==> config.mk <==
export PLATFORM = sky130hd
export DESIGN_NAME = gauss_seq_flat
export DESIGN_NICKNAME = d
export VERILOG_FILES = /design/src/rtl/gauss_seq_if.sv /design/src/rtl/gauss_seq.sv /design/src/flat_wrapper.sv
export SDC_FILE = /design/constraint.sdc
export NUM_CORES = 1
export LEC_CHECK = 0
export CAP_MARGIN = 10
export CORE_MARGIN = 2
export CORE_UTILIZATION = 37
export CTS_BUF_LIST = sky130_fd_sc_hd__clkbuf_16
export DETAILED_ROUTE_END_ITERATION = 12
export PLACE_DENSITY = 0.76
export SYNTH_ARGS = -nofsm -noshare
export SYNTH_HDL_FRONTEND = slang
export SYNTH_SLANG_ARGS = --single-unit
==> constraint.sdc <==
create_clock -name clk -period 2.07 [get_ports clk]
set_clock_uncertainty 0.1 [all_clocks]
set_input_delay 0.207 -clock clk [delete_from_list [all_inputs] [get_ports clk]]
set_output_delay 0.207 -clock clk [all_outputs]
set_load 0.03 [all_outputs]
==> src/rtl/gauss_seq_if.sv <==
// Bundle of all gauss_seq handshakes: control, PRNG fetch, sampler issue/return, coefficient RAM write.
// start is a one-cycle pulse; rnd_req/rnd_ack is a req/ack pair whose data is valid with ack; r_valid and val_valid are single-cycle pulses with no back-pressure.
interface gauss_seq_if;
  logic                start;
  logic [3:0]          logn;
  logic                busy;
  logic                done;
  logic [15:0]         rej_cnt;
  logic                rnd_req;
  logic                rnd_ack;
  logic [63:0]         rnd_r1;
  logic [63:0]         rnd_r2;
  logic                r_valid;
  logic [63:0]         r1;
  logic [63:0]         r2;
  logic                val_valid;
  logic signed [31:0]  val;
  logic                wr_en;
  logic [9:0]          wr_addr;
  logic signed [7:0]   wr_data;

  modport master (
    output start, logn, rnd_ack, rnd_r1, rnd_r2, val_valid, val,
    input  busy, done, rej_cnt, rnd_req, r_valid, r1, r2, wr_en, wr_addr, wr_data
  );

  modport slave (
    input  start, logn, rnd_ack, rnd_r1, rnd_r2, val_valid, val,
    output busy, done, rej_cnt, rnd_req, r_valid, r1, r2, wr_en, wr_addr, wr_data
  );
endinterface

==> src/rtl/gauss_seq.sv <==
// Sequencer that draws Gaussian samples one at a time and writes n = 2^logn small
// coefficients to RAM, rejecting out-of-range samples and forcing an odd coefficient sum.
module gauss_seq (
  input  logic            clk,
  input  logic            rst,
  gauss_seq_if.slave      bus,
  output logic [2:0]      dbg_state_o
);

  typedef enum logic [2:0] {
    S_IDLE  = 3'd0,
    S_FETCH = 3'd1,
    S_ISSUE = 3'd2,
    S_WAIT  = 3'd3,
    S_DONE  = 3'd4
  } state_e;

  state_e      state_q, state_d;
  logic [9:0]  last_q, last_d;
  logic [9:0]  idx_q, idx_d;
  logic        par_q, par_d;
  logic [15:0] rej_q, rej_d;
  logic [63:0] w1_q, w1_d;
  logic [63:0] w2_q, w2_d;
  logic        wr_en_q, wr_en_d;
  logic [9:0]  wr_addr_q, wr_addr_d;
  logic [7:0]  wr_data_q, wr_data_d;

  logic [3:0]  lg;
  logic        in_range;
  logic        parity_bad;
  logic        reject;

  assign lg         = (bus.logn > 4'd10) ? 4'd10 : bus.logn;
  assign in_range   = (bus.val >= -32'sd127) && (bus.val <= 32'sd127);
  // Last coefficient must make the running sum odd.
  assign parity_bad = (idx_q == last_q) && !(par_q ^ bus.val[0]);
  assign reject     = !in_range || parity_bad;

  always_comb begin
    state_d   = state_q;
    last_d    = last_q;
    idx_d     = idx_q;
    par_d     = par_q;
    rej_d     = rej_q;
    w1_d      = w1_q;
    w2_d      = w2_q;
    wr_en_d   = 1'b0;
    wr_addr_d = wr_addr_q;
    wr_data_d = wr_data_q;
    case (state_q)
      S_IDLE: begin
        if (bus.start) begin
          last_d  = ~(10'h3FF << lg);
          idx_d   = 10'd0;
          par_d   = 1'b0;
          rej_d   = 16'd0;
          state_d = S_FETCH;
        end
      end
      S_FETCH: begin
        if (bus.rnd_ack) begin
          w1_d    = bus.rnd_r1;
          w2_d    = bus.rnd_r2;
          state_d = S_ISSUE;
        end
      end
      S_ISSUE: state_d = S_WAIT;
      S_WAIT: begin
        if (bus.val_valid) begin
          if (reject) begin
            rej_d   = (rej_q == 16'hFFFF) ? rej_q : rej_q + 16'd1;
            state_d = S_FETCH;
          end else begin
            wr_en_d   = 1'b1;
            wr_addr_d = idx_q;
            wr_data_d = bus.val[7:0];
            par_d     = par_q ^ bus.val[0];
            idx_d     = idx_q + 10'd1;
            state_d   = (idx_q == last_q) ? S_DONE : S_FETCH;
          end
        end
      end
      S_DONE:  state_d = S_IDLE;
      default: state_d = S_IDLE;
    endcase
  end

  always_ff @(posedge clk) begin
    if (rst) begin
      state_q   <= S_IDLE;
      last_q    <= 10'd0;
      idx_q     <= 10'd0;
      par_q     <= 1'b0;
      rej_q     <= 16'd0;
      w1_q      <= 64'd0;
      w2_q      <= 64'd0;
      wr_en_q   <= 1'b0;
      wr_addr_q <= 10'd0;
      wr_data_q <= 8'd0;
    end else begin
      state_q   <= state_d;
      last_q    <= last_d;
      idx_q     <= idx_d;
      par_q     <= par_d;
      rej_q     <= rej_d;
      w1_q      <= w1_d;
      w2_q      <= w2_d;
      wr_en_q   <= wr_en_d;
      wr_addr_q <= wr_addr_d;
      wr_data_q <= wr_data_d;
    end
  end

  // The latched words only change on entry to ISSUE, so r1/r2 hold the last issue elsewhere.
  assign bus.busy    = (state_q != S_IDLE);
  assign bus.done    = (state_q == S_DONE);
  assign bus.rnd_req = (state_q == S_FETCH);
  assign bus.r_valid = (state_q == S_ISSUE);
  assign bus.r1      = w1_q;
  assign bus.r2      = w2_q;
  assign bus.wr_en   = wr_en_q;
  assign bus.wr_addr = wr_addr_q;
  assign bus.wr_data = wr_data_q;
  assign bus.rej_cnt = rej_q;
  assign dbg_state_o = state_q;

endmodule

==> src/flat_wrapper.sv <==
// flat-port wrapper written by rule: the top's interface ports become plain ports
module gauss_seq_flat 
  (clk, rst, dbg_state_o, bus_start, bus_logn, bus_rnd_ack, bus_rnd_r1, bus_rnd_r2, bus_val_valid, bus_val, bus_busy, bus_done, bus_rej_cnt, bus_rnd_req, bus_r_valid, bus_r1, bus_r2, bus_wr_en, bus_wr_addr, bus_wr_data);
  gauss_seq_if bus_i ();
  input  logic clk;
  input  logic rst;
  output logic [2:0] dbg_state_o;
  input wire logic [$bits(bus_i.start)-1:0] bus_start;
  input wire logic [$bits(bus_i.logn)-1:0] bus_logn;
  input wire logic [$bits(bus_i.rnd_ack)-1:0] bus_rnd_ack;
  input wire logic [$bits(bus_i.rnd_r1)-1:0] bus_rnd_r1;
  input wire logic [$bits(bus_i.rnd_r2)-1:0] bus_rnd_r2;
  input wire logic [$bits(bus_i.val_valid)-1:0] bus_val_valid;
  input wire logic [$bits(bus_i.val)-1:0] bus_val;
  output wire logic [$bits(bus_i.busy)-1:0] bus_busy;
  output wire logic [$bits(bus_i.done)-1:0] bus_done;
  output wire logic [$bits(bus_i.rej_cnt)-1:0] bus_rej_cnt;
  output wire logic [$bits(bus_i.rnd_req)-1:0] bus_rnd_req;
  output wire logic [$bits(bus_i.r_valid)-1:0] bus_r_valid;
  output wire logic [$bits(bus_i.r1)-1:0] bus_r1;
  output wire logic [$bits(bus_i.r2)-1:0] bus_r2;
  output wire logic [$bits(bus_i.wr_en)-1:0] bus_wr_en;
  output wire logic [$bits(bus_i.wr_addr)-1:0] bus_wr_addr;
  output wire logic [$bits(bus_i.wr_data)-1:0] bus_wr_data;
  assign bus_i.start = bus_start;
  assign bus_i.logn = bus_logn;
  assign bus_i.rnd_ack = bus_rnd_ack;
  assign bus_i.rnd_r1 = bus_rnd_r1;
  assign bus_i.rnd_r2 = bus_rnd_r2;
  assign bus_i.val_valid = bus_val_valid;
  assign bus_i.val = bus_val;
  assign bus_busy = bus_i.busy;
  assign bus_done = bus_i.done;
  assign bus_rej_cnt = bus_i.rej_cnt;
  assign bus_rnd_req = bus_i.rnd_req;
  assign bus_r_valid = bus_i.r_valid;
  assign bus_r1 = bus_i.r1;
  assign bus_r2 = bus_i.r2;
  assign bus_wr_en = bus_i.wr_en;
  assign bus_wr_addr = bus_i.wr_addr;
  assign bus_wr_data = bus_i.wr_data;
  gauss_seq u_core (.clk(clk), .rst(rst), .bus(bus_i), .dbg_state_o(dbg_state_o));
endmodule
# Word level (Yosys, flattened, before mapping)
# Cells that the tools add are included.
# Widths: inputs -> output; s select.
# totals
out_inout_bits	170
wordCells	69
reg_bits	187
# classes
bitwise	5
order_cmp	3
n_shift	1
n_addsub	2
reduce_logical	15
eq_ne	12
muxes	21
# op_table
op	n
$mux 16	4
$ge 32x8->1 const B	1
$le 32x8->1 const B	1
$pmux 16 s2	1
$mux 10	3
$pmux 10 s2	1
$add 16x1->16 const B	1
$eq 16x16->1 const B	1
$mux 3	5
$pmux 3 s4	1
$add 10x1->10 const B	1
$eq 10x10->1	1
$ne 2x2->1 const B	5
$not 10->10	1
$shl 10x4->10 const A	1
$eq 3x2->1 const B	2
$reduce_and 3->1	2
$reduce_and 5->1	1
$gt 4x4->1 const B	1
$mux 1	4
$mux 4	1
$reduce_and 2->1	2
$reduce_and 4->1	1
$eq 3x1->1 const B	1
12 further kinds	16

# Logic depth before layout (Yosys ltp)
# Gate-level depths: netlist of run 1.
# depth
ltp_word	7
ltp_mapped	9

# Worst setup path before layout of run 1
# No wires, ideal clock.
# synth_path
path_type	register to register
startpoint	register u_core.state_q[0] (netlist: u_core.dbg_state_o[0])
endpoint	register u_core.rej_q[13] (netlist: u_core.bus.rej_cnt[13])
required_time_ns	1.900
path_buffers	2
setup_slack_ns	-0.029
synth_period_minus_slack_ns	2.099
stages_incl_launch_ff	9
arrival_time_ns	1.929
cell_sequence	dfxtp_1 -> buf_2 -> and4b_1 -> buf_4 -> o21ai_2 -> a211oi_2 -> o21ai_0 -> or3_1 -> a21oi_1
# synth_via
elab_chain_cells	3
# synth_rtl
item	line_no	text
from (decl)	gauss_seq.sv:18	state_e state_q, state_d;
from (signal assigned)	gauss_seq.sv:102	state_q <= state_d;
$eq 3x2->1 / $logic_not 3->1 (equally long branches)	gauss_seq.sv:51	case (state_q)
$ne 2x1->1 (no source line) (tied with other cells)	--	
$reduce_and 5->1 (no source line)	--	
to (signal assigned)	gauss_seq.sv:106	rej_q <= rej_d;
to (decl)	gauss_seq.sv:22	logic [15:0] rej_q, rej_d;
# Several ways; a longest one is shown, not always the timed one.
# A chain may end at the register's enable or synchronous reset.

# Final worst setup path of run 1
# layout_path
startpoint	register u_core.last_q[0]
endpoint	register u_core.rej_q[7] (netlist: u_core.bus.rej_cnt[7])
# layout_via
elab_chain_cells	5
# layout_rtl
item	line_no	text
from (decl)	gauss_seq.sv:19	logic [9:0] last_q, last_d;
from (signal assigned)	gauss_seq.sv:103	last_q <= last_d;
$eq 10x10->1	gauss_seq.sv:37	assign parity_bad = (idx_q == last_q) && !(par_q ^ bus.val[0]);
$logic_and 1x1->1	gauss_seq.sv:37	
$logic_or 1x1->1	gauss_seq.sv:38	assign reject = !in_range || parity_bad;
$ne 2x1->1 (no source line)	--	
$reduce_and 5->1 (no source line)	--	
# No other way between the ends.

==> results.ini, run 1 <==
[power]
irDropWorstVdd_mv = 0.567
power_leakage_nw = 4.46
total_power_mw = 8.59
p_per_area_nw_per_um2 = 713

[sta]
period_minus_slack_ns = 2.06
slew_headroom_pct = 54.8
slew_viol_final = 0
finalHoldViolCount = 0
clock.fmax_mhz = 486
final.setup.worst_slack_ns = 0.0109
post-route-period-util_pct = 99.5
tightest_slew_ns = 0.678
setup_viol = 0
hold_ws_ns = 0.0214
rsz0062_at_grt = yes

[worst_setup_path]
crit_fanout = 5
cp.arrival_ns = 2.28
start_kind = flip-flop
r2r_cells = 8
critPathKind = reg -> reg
endpoint_kind = flip-flop
cp.required_ns = 2.29
worstReg2RegStart = u_core.last_q[0]
r2r-end = u_core.bus.rej_cnt[7]
regToRegSetupSlack_ns = 0.01

[cts]
clock_path_buffers = 2
cts.sinks = 187
h-tree-depth = 4
clock_latency_ns = 0.43
cts_buffers = 17
cts.clk_slew.worst_paths_ns = 0.07
cts_tree = built
cts_root_buf = clkbuf_16

[logic_synthesis]
synth-seq-cells = 187
synth_nets = 1069
async_flop_share_pct = 0
synthFlopType = dfxtp_1
synth_edf_count = 0
netlist_instances = 898
syn_area_per_cell_um2 = 8.09
ys_warn_count = 0
syn_area_um2 = 7270
ys_types = 61
yosysSeqAreaShare_pct = 51.5

[detailed_routing]
wl_per_cell_um = 15.2
finalWirelength_mm = 23.4
drtPass1Iterations = 5
vias = 7493
ant_nets = 0
dr.first_iter.drc_count = 410
vias_per_cell = 4.88
drc_errors = 0

[grt]
overflow = 0
grt_pass1_vias = 7010
grt_pass1_wl_mm = 35.3
grt_max_degree = 87
track_usage_pct = 21.4
antenna_found_initial = 0

[cells_and_area]
stdcell_count = 1536
final_layout_size_suffix_gt1_share_pct = 10.5
final_core_util_pct = 62.1
nFillCells = 1681
diodes = 0
area_delta_synth_final_pct = 65.7
fin_nets = 1429

[die]
dieArea_um2 = 20800
fp.dieH_um = 144
dieWidth_um = 144
start_util_pct = 37.5
rows = 51
io_pins = 339
core_area_um2 = 19400

[hold_path]
min_to = u_core.bus.r2[56]
hp-class = in -> reg
hp-start = rst
min_path_cells = 2

[place]
dp_hpwl_mm = 17.2
io_buffers = 338
routabilityCongestion = 0.824
place_ws_ns = -0.480
place_inst = 1500

[job]
cap_viol_max_count = 0

[outcome]
status = finished clean

[registers in the layout, indices dropped and copies added, names as in the netlist]
name	flops
u_core.bus.r2	64
u_core.bus.wr_en	1
u_core.par_q	1
u_core.last_q	10
u_core.bus.wr_data	8
u_core.bus.rej_cnt	16
u_core.idx_q	10
u_core.bus.r1	64
u_core.dbg_state_o	3
u_core.bus.wr_addr	10
[per-stage QoR]
| stage | area (um^2) | TNS (ns) |
|---|---|---|
| global route | 12000 | -1.26 |
| global placement | 11300 | -15.21 |
| CTS | 11900 | -0.104 |
| floorplan | 7270 | 0 |
| finish | 12000 | 0 |
| detailed placement | 11300 | -16.60 |
[worst max-delay path by stage]
stage | end | slack (ns) | start | cells past startpoint
final | u_core.bus.rej_cnt[7] | 0.01 | u_core.last_q[0] | 8
after CTS | u_core.bus.rej_cnt[7] | -0.03 | u_core.last_q[0] | 8
after floorplan | u_core.bus.rej_cnt[9] | 0.07 | u_core.bus.rej_cnt[2] | 7
after global routing | u_core.bus.wr_data[3] | -0.08 | u_core.last_q[0] | 9
after detailed placement | u_core.idx_q[6] | -0.48 | bus_val[0] | 8
after global placement | u_core.idx_q[6] | -0.44 | bus_val[0] | 8
[critical path: stages, from the launching register on]
cell and delay (ns):
dfxtp_2 0.33, xor2_2 0.18, or3_4 0.38, nor3_4 0.14, o21bai_4 0.19, buf_6 0.14
o2111a_2 0.22, a21oi_2 0.06, a31o_2 0.21
[placed cells by master, fill, tap and decap left out, types with 3 or more instances in the layout]
cell type | netlist | layout
mux2i_1 | 22 | 20
xnor2_1 | 10 | 10
dlymetal6s2s_1 | 0 | 4
dfxtp_2 | 0 | 4
nand4_1 | 11 | 11
nand2_1 | 288 | 288
clkdlybuf4s50_1 | 0 | 330
buf_4 | 2 | 53
o21ai_0 | 10 | 6
buf_12 | 0 | 10
xor2_1 | 9 | 8
nor2_1 | 45 | 43
inv_8 | 0 | 3
inv_6 | 0 | 4
nor4_2 | 0 | 4
nand3_1 | 11 | 11
clkbuf_16 | 0 | 18
inv_1 | 6 | 8
o2111ai_1 | 4 | 3
or3_1 | 12 | 11
nor3_1 | 13 | 13
dlygate4sd2_1 | 0 | 3
dfxtp_1 | 187 | 183
o21ai_1 | 1 | 4
nor4_1 | 10 | 6
and3_1 | 3 | 3
a21oi_1 | 145 | 143
[synthesized netlist by cell type (3+ instances only)]
cell | n | area, um^2
clkbuf_1 | 50 | 188
nor3_1 | 13 | 65.1
a21oi_1 | 145 | 726
xor2_1 | 9 | 78.8
buf_2 | 3 | 15.0
nand4_1 | 11 | 68.8
o2111ai_1 | 4 | 35.0
dfxtp_1 | 187 | 3740
xnor2_1 | 10 | 87.6
and3_1 | 3 | 18.8
buf_6 | 4 | 45.0
nand3_1 | 11 | 55.1
nand2b_1 | 3 | 18.8
inv_1 | 6 | 22.5
nor4_1 | 10 | 62.6
mux2i_1 | 22 | 220
o21ai_0 | 10 | 50.1
nand2_1 | 288 | 1080
nor2_1 | 45 | 169
or3_1 | 12 | 75.1
[per-layer routing]
metal	share of wire, %	global-route usage (%)	vias up
li1	-	-	3737
met1	39	24.4	3472
met2	51	37.9	245
met3	8.4	7.28	39
met4	2.2	6.34	0
met5	0	0	-
[cell type report]
class	instances	area (um^2)	area share (%)
sequential	187	3750	31.1
multi-input combinational	643	3350	27.8
inverter	6	22.5	0.187
clock buffer	17	425	3.53
timing repair buffer	403	4030	33.4
clock inverter	15	140	1.16
tap	265	332	2.75
[report_power, final]
group / switching, mW / internal [mW]
clock: 1.52 / 1.69
sequential: 0.0875 / 3.75
combinational: 0.808 / 0.740
[cell families after synthesis]
| logic type | after synthesis | synth area share [%] |
|---|---|---|
| simple gates | 416 | 24.5 |
| flops | 187 | 51.5 |
| compound gates | 184 | 14.1 |
| buf+inv | 68 | 4.22 |
| mux | 22 | 3.03 |
| xor+xnor | 19 | 2.29 |
| fa+ha+maj | 2 | 0.344 |
[repair_timing]
item,in CTS,in global routing
pin swaps,1,5
setup endpoints to repair,16,41
hold buffers,0,0
buffers inserted,0,3
gates cloned,0,1
gates resized for setup,9,27
Power figures use the tool's default switching activity.
==> run 2: changes to the inputs <==
- clock period: 2.07 -> 1.7 ns (I/O delays scaled with it)
==> run 2 against run 1 <==
  * The flow now finishes with violations (negative setup slack)
  * Sequential power up 21%
  * Via count increased by 0.73%
  * Non-clock buffer count up 30
  * Count of clock-buffer cells in the layout did not move
  * Clock power up 32%
  * Flip-flop and latch count stayed put
  * Utilization increased by 1.3 points
  * Critical path type unchanged
==> results.ini, run 2 (synthesized netlist as in run 1, its figures left out) <==
[detailed_routing]
vias = 7548
drtPass1Iterations = 4
drc_errors = 0
dr.first_iter.drc_count = 287
vias_per_cell = 4.82
finalWirelength_mm = 23.9
ant_nets = 0
wl_per_cell_um = 15.2

[die]
io_pins = 339
dieWidth_um = 144
dieArea_um2 = 20800
rows = 51
fp.dieH_um = 144
start_util_pct = 37.5
core_area_um2 = 19400

[worst_setup_path]
cp.arrival_ns = 2.24
path_buf_inv = 2
path_delay_family = simple AND/OR/NAND/NOR gates
endpoint_kind = flip-flop
crit_slowest_cell = or3_1
cp_cell_sequence = xor2_1 > or3_1 > nor3_2 > o21ba_4 > buf_6 > nand2_8 > buf_12 > mux2i_1 > nor2_1
crit_fanout = 8
cp.depth = 9
r2r_cells = 9
cp.required_ns = 1.91
critPathKind = reg -> reg
start_kind = flip-flop
cpPeakStageDelay_ns = 0.36

[place]
dpl_cell_area_um2 = 11600
place_inst = 1527
dp_hpwl_mm = 17.3
routabilityCongestion = 0.811
io_buffers = 338

[sta]
slew_viol_final = 0
fin_setup_tns_ns = -12.03
setup_viol = 48
clock.fmax_mhz = 492
rsz0062_at_grt = yes
period_minus_slack_ns = 2.03
finalHoldViolCount = 0
tightest_slew_ns = 0.404
slew_headroom_pct = 72.7
post-route-period-util_pct = 120
final.setup.worst_slack_ns = -0.333

[job]
cap_viol_max_count = 0

[power]
power_leakage_nw = 5.41
p_per_area_nw_per_um2 = 877
total_power_mw = 10.8
irDropWorstVdd_mv = 0.708

[cts]
cts.clk_slew.worst_paths_ns = 0.07
cts_root_buf = clkbuf_16
cts_buffers = 17
clock_path_buffers = 2
cts.sinks = 187
clock_latency_ns = 0.43
cts_tree = built
h-tree-depth = 4

[grt]
overflow = 0
antenna_found_initial = 0
grt_pass1_vias = 7337
grt_pass1_wl_mm = 35.7
grt_max_degree = 73
track_usage_pct = 21.6

[outcome]
status = finished with violations
violations = negative setup slack

[cells_and_area]
final_core_util_pct = 63.4
diodes = 0
nFillCells = 1717
area_delta_synth_final_pct = 69.1
fin_nets = 1459
stdcell_count = 1566
final_cell_mix = nand2_1 (285), dfxtp_1 (169), dlygate4sd2_1 (167)
final_area_um2 = 12300
layout.cells.most_common = nand2_1
final_layout_size_suffix_gt1_share_pct = 14.8

[hold_path]
hp-class = in -> reg
min_path_cells = 2

==> run 2: per-layer routing <==
layer	up-vias	share of wire [%]	track usage (%)
met2	243	51	38.9
met4	0	1.7	5.83
li1	3786	-	-
met3	29	8.7	8.84
met1	3490	38	23.5
met5	-	0	0
==> run 2: final timing paths <==
check                                        endpoint  slack (ns)              start
worst min-delay path            u_core.bus.wr_data[1]        0.04                rst
worst max-delay path            u_core.bus.wr_addr[1]       -0.33    u_core.idx_q[0]
worst max register to register  u_core.bus.wr_addr[1]       -0.33    u_core.idx_q[0]
worst min register to register      u_core.bus.r1[58]        0.35  u_core.bus.r1[58]
==> run 2: what timing repair did <==
action | CTS | global route
setup buffers | 2 | 3
hold buffers | 0 | 0
setup endpoints to repair | 214 | 101
pin swaps | 10 | 3
cloned | 1 | 2
resized for setup | 190 | 27
==> run 2: layout make-up <==
class                   instances  area [um^2]  area share, %
clock buffers                  17          425           3.46
clock inverters                15          206           1.68
inverters                       6         22.5          0.183
multi-input cells             643         3410           27.7
flip-flops and latches        187         3790           30.8
well taps                     265          332           2.70
repair buffers                433         4110           33.4
==> run 2: through the flow <==
step / worst slack [ns] / hold slack (ns)
final: -0.333 / 0.0415
after global routing: -0.428 / 0.0396
after global placement: -0.682 / 0.340
after CTS: -0.319 / 0.0255
after detailed placement: -0.711 / 0.346
after floorplan: -0.212 / 0.206
==> run 2: power by group <==
part | internal [mW] | leakage [nW] | switching (mW)
clock network | 2.38 | 0.310 | 1.87
logic | 0.877 | 3.57 | 1.02
registers | 4.55 | 1.53 | 0.0923
total | 7.81 | 5.41 | 2.98
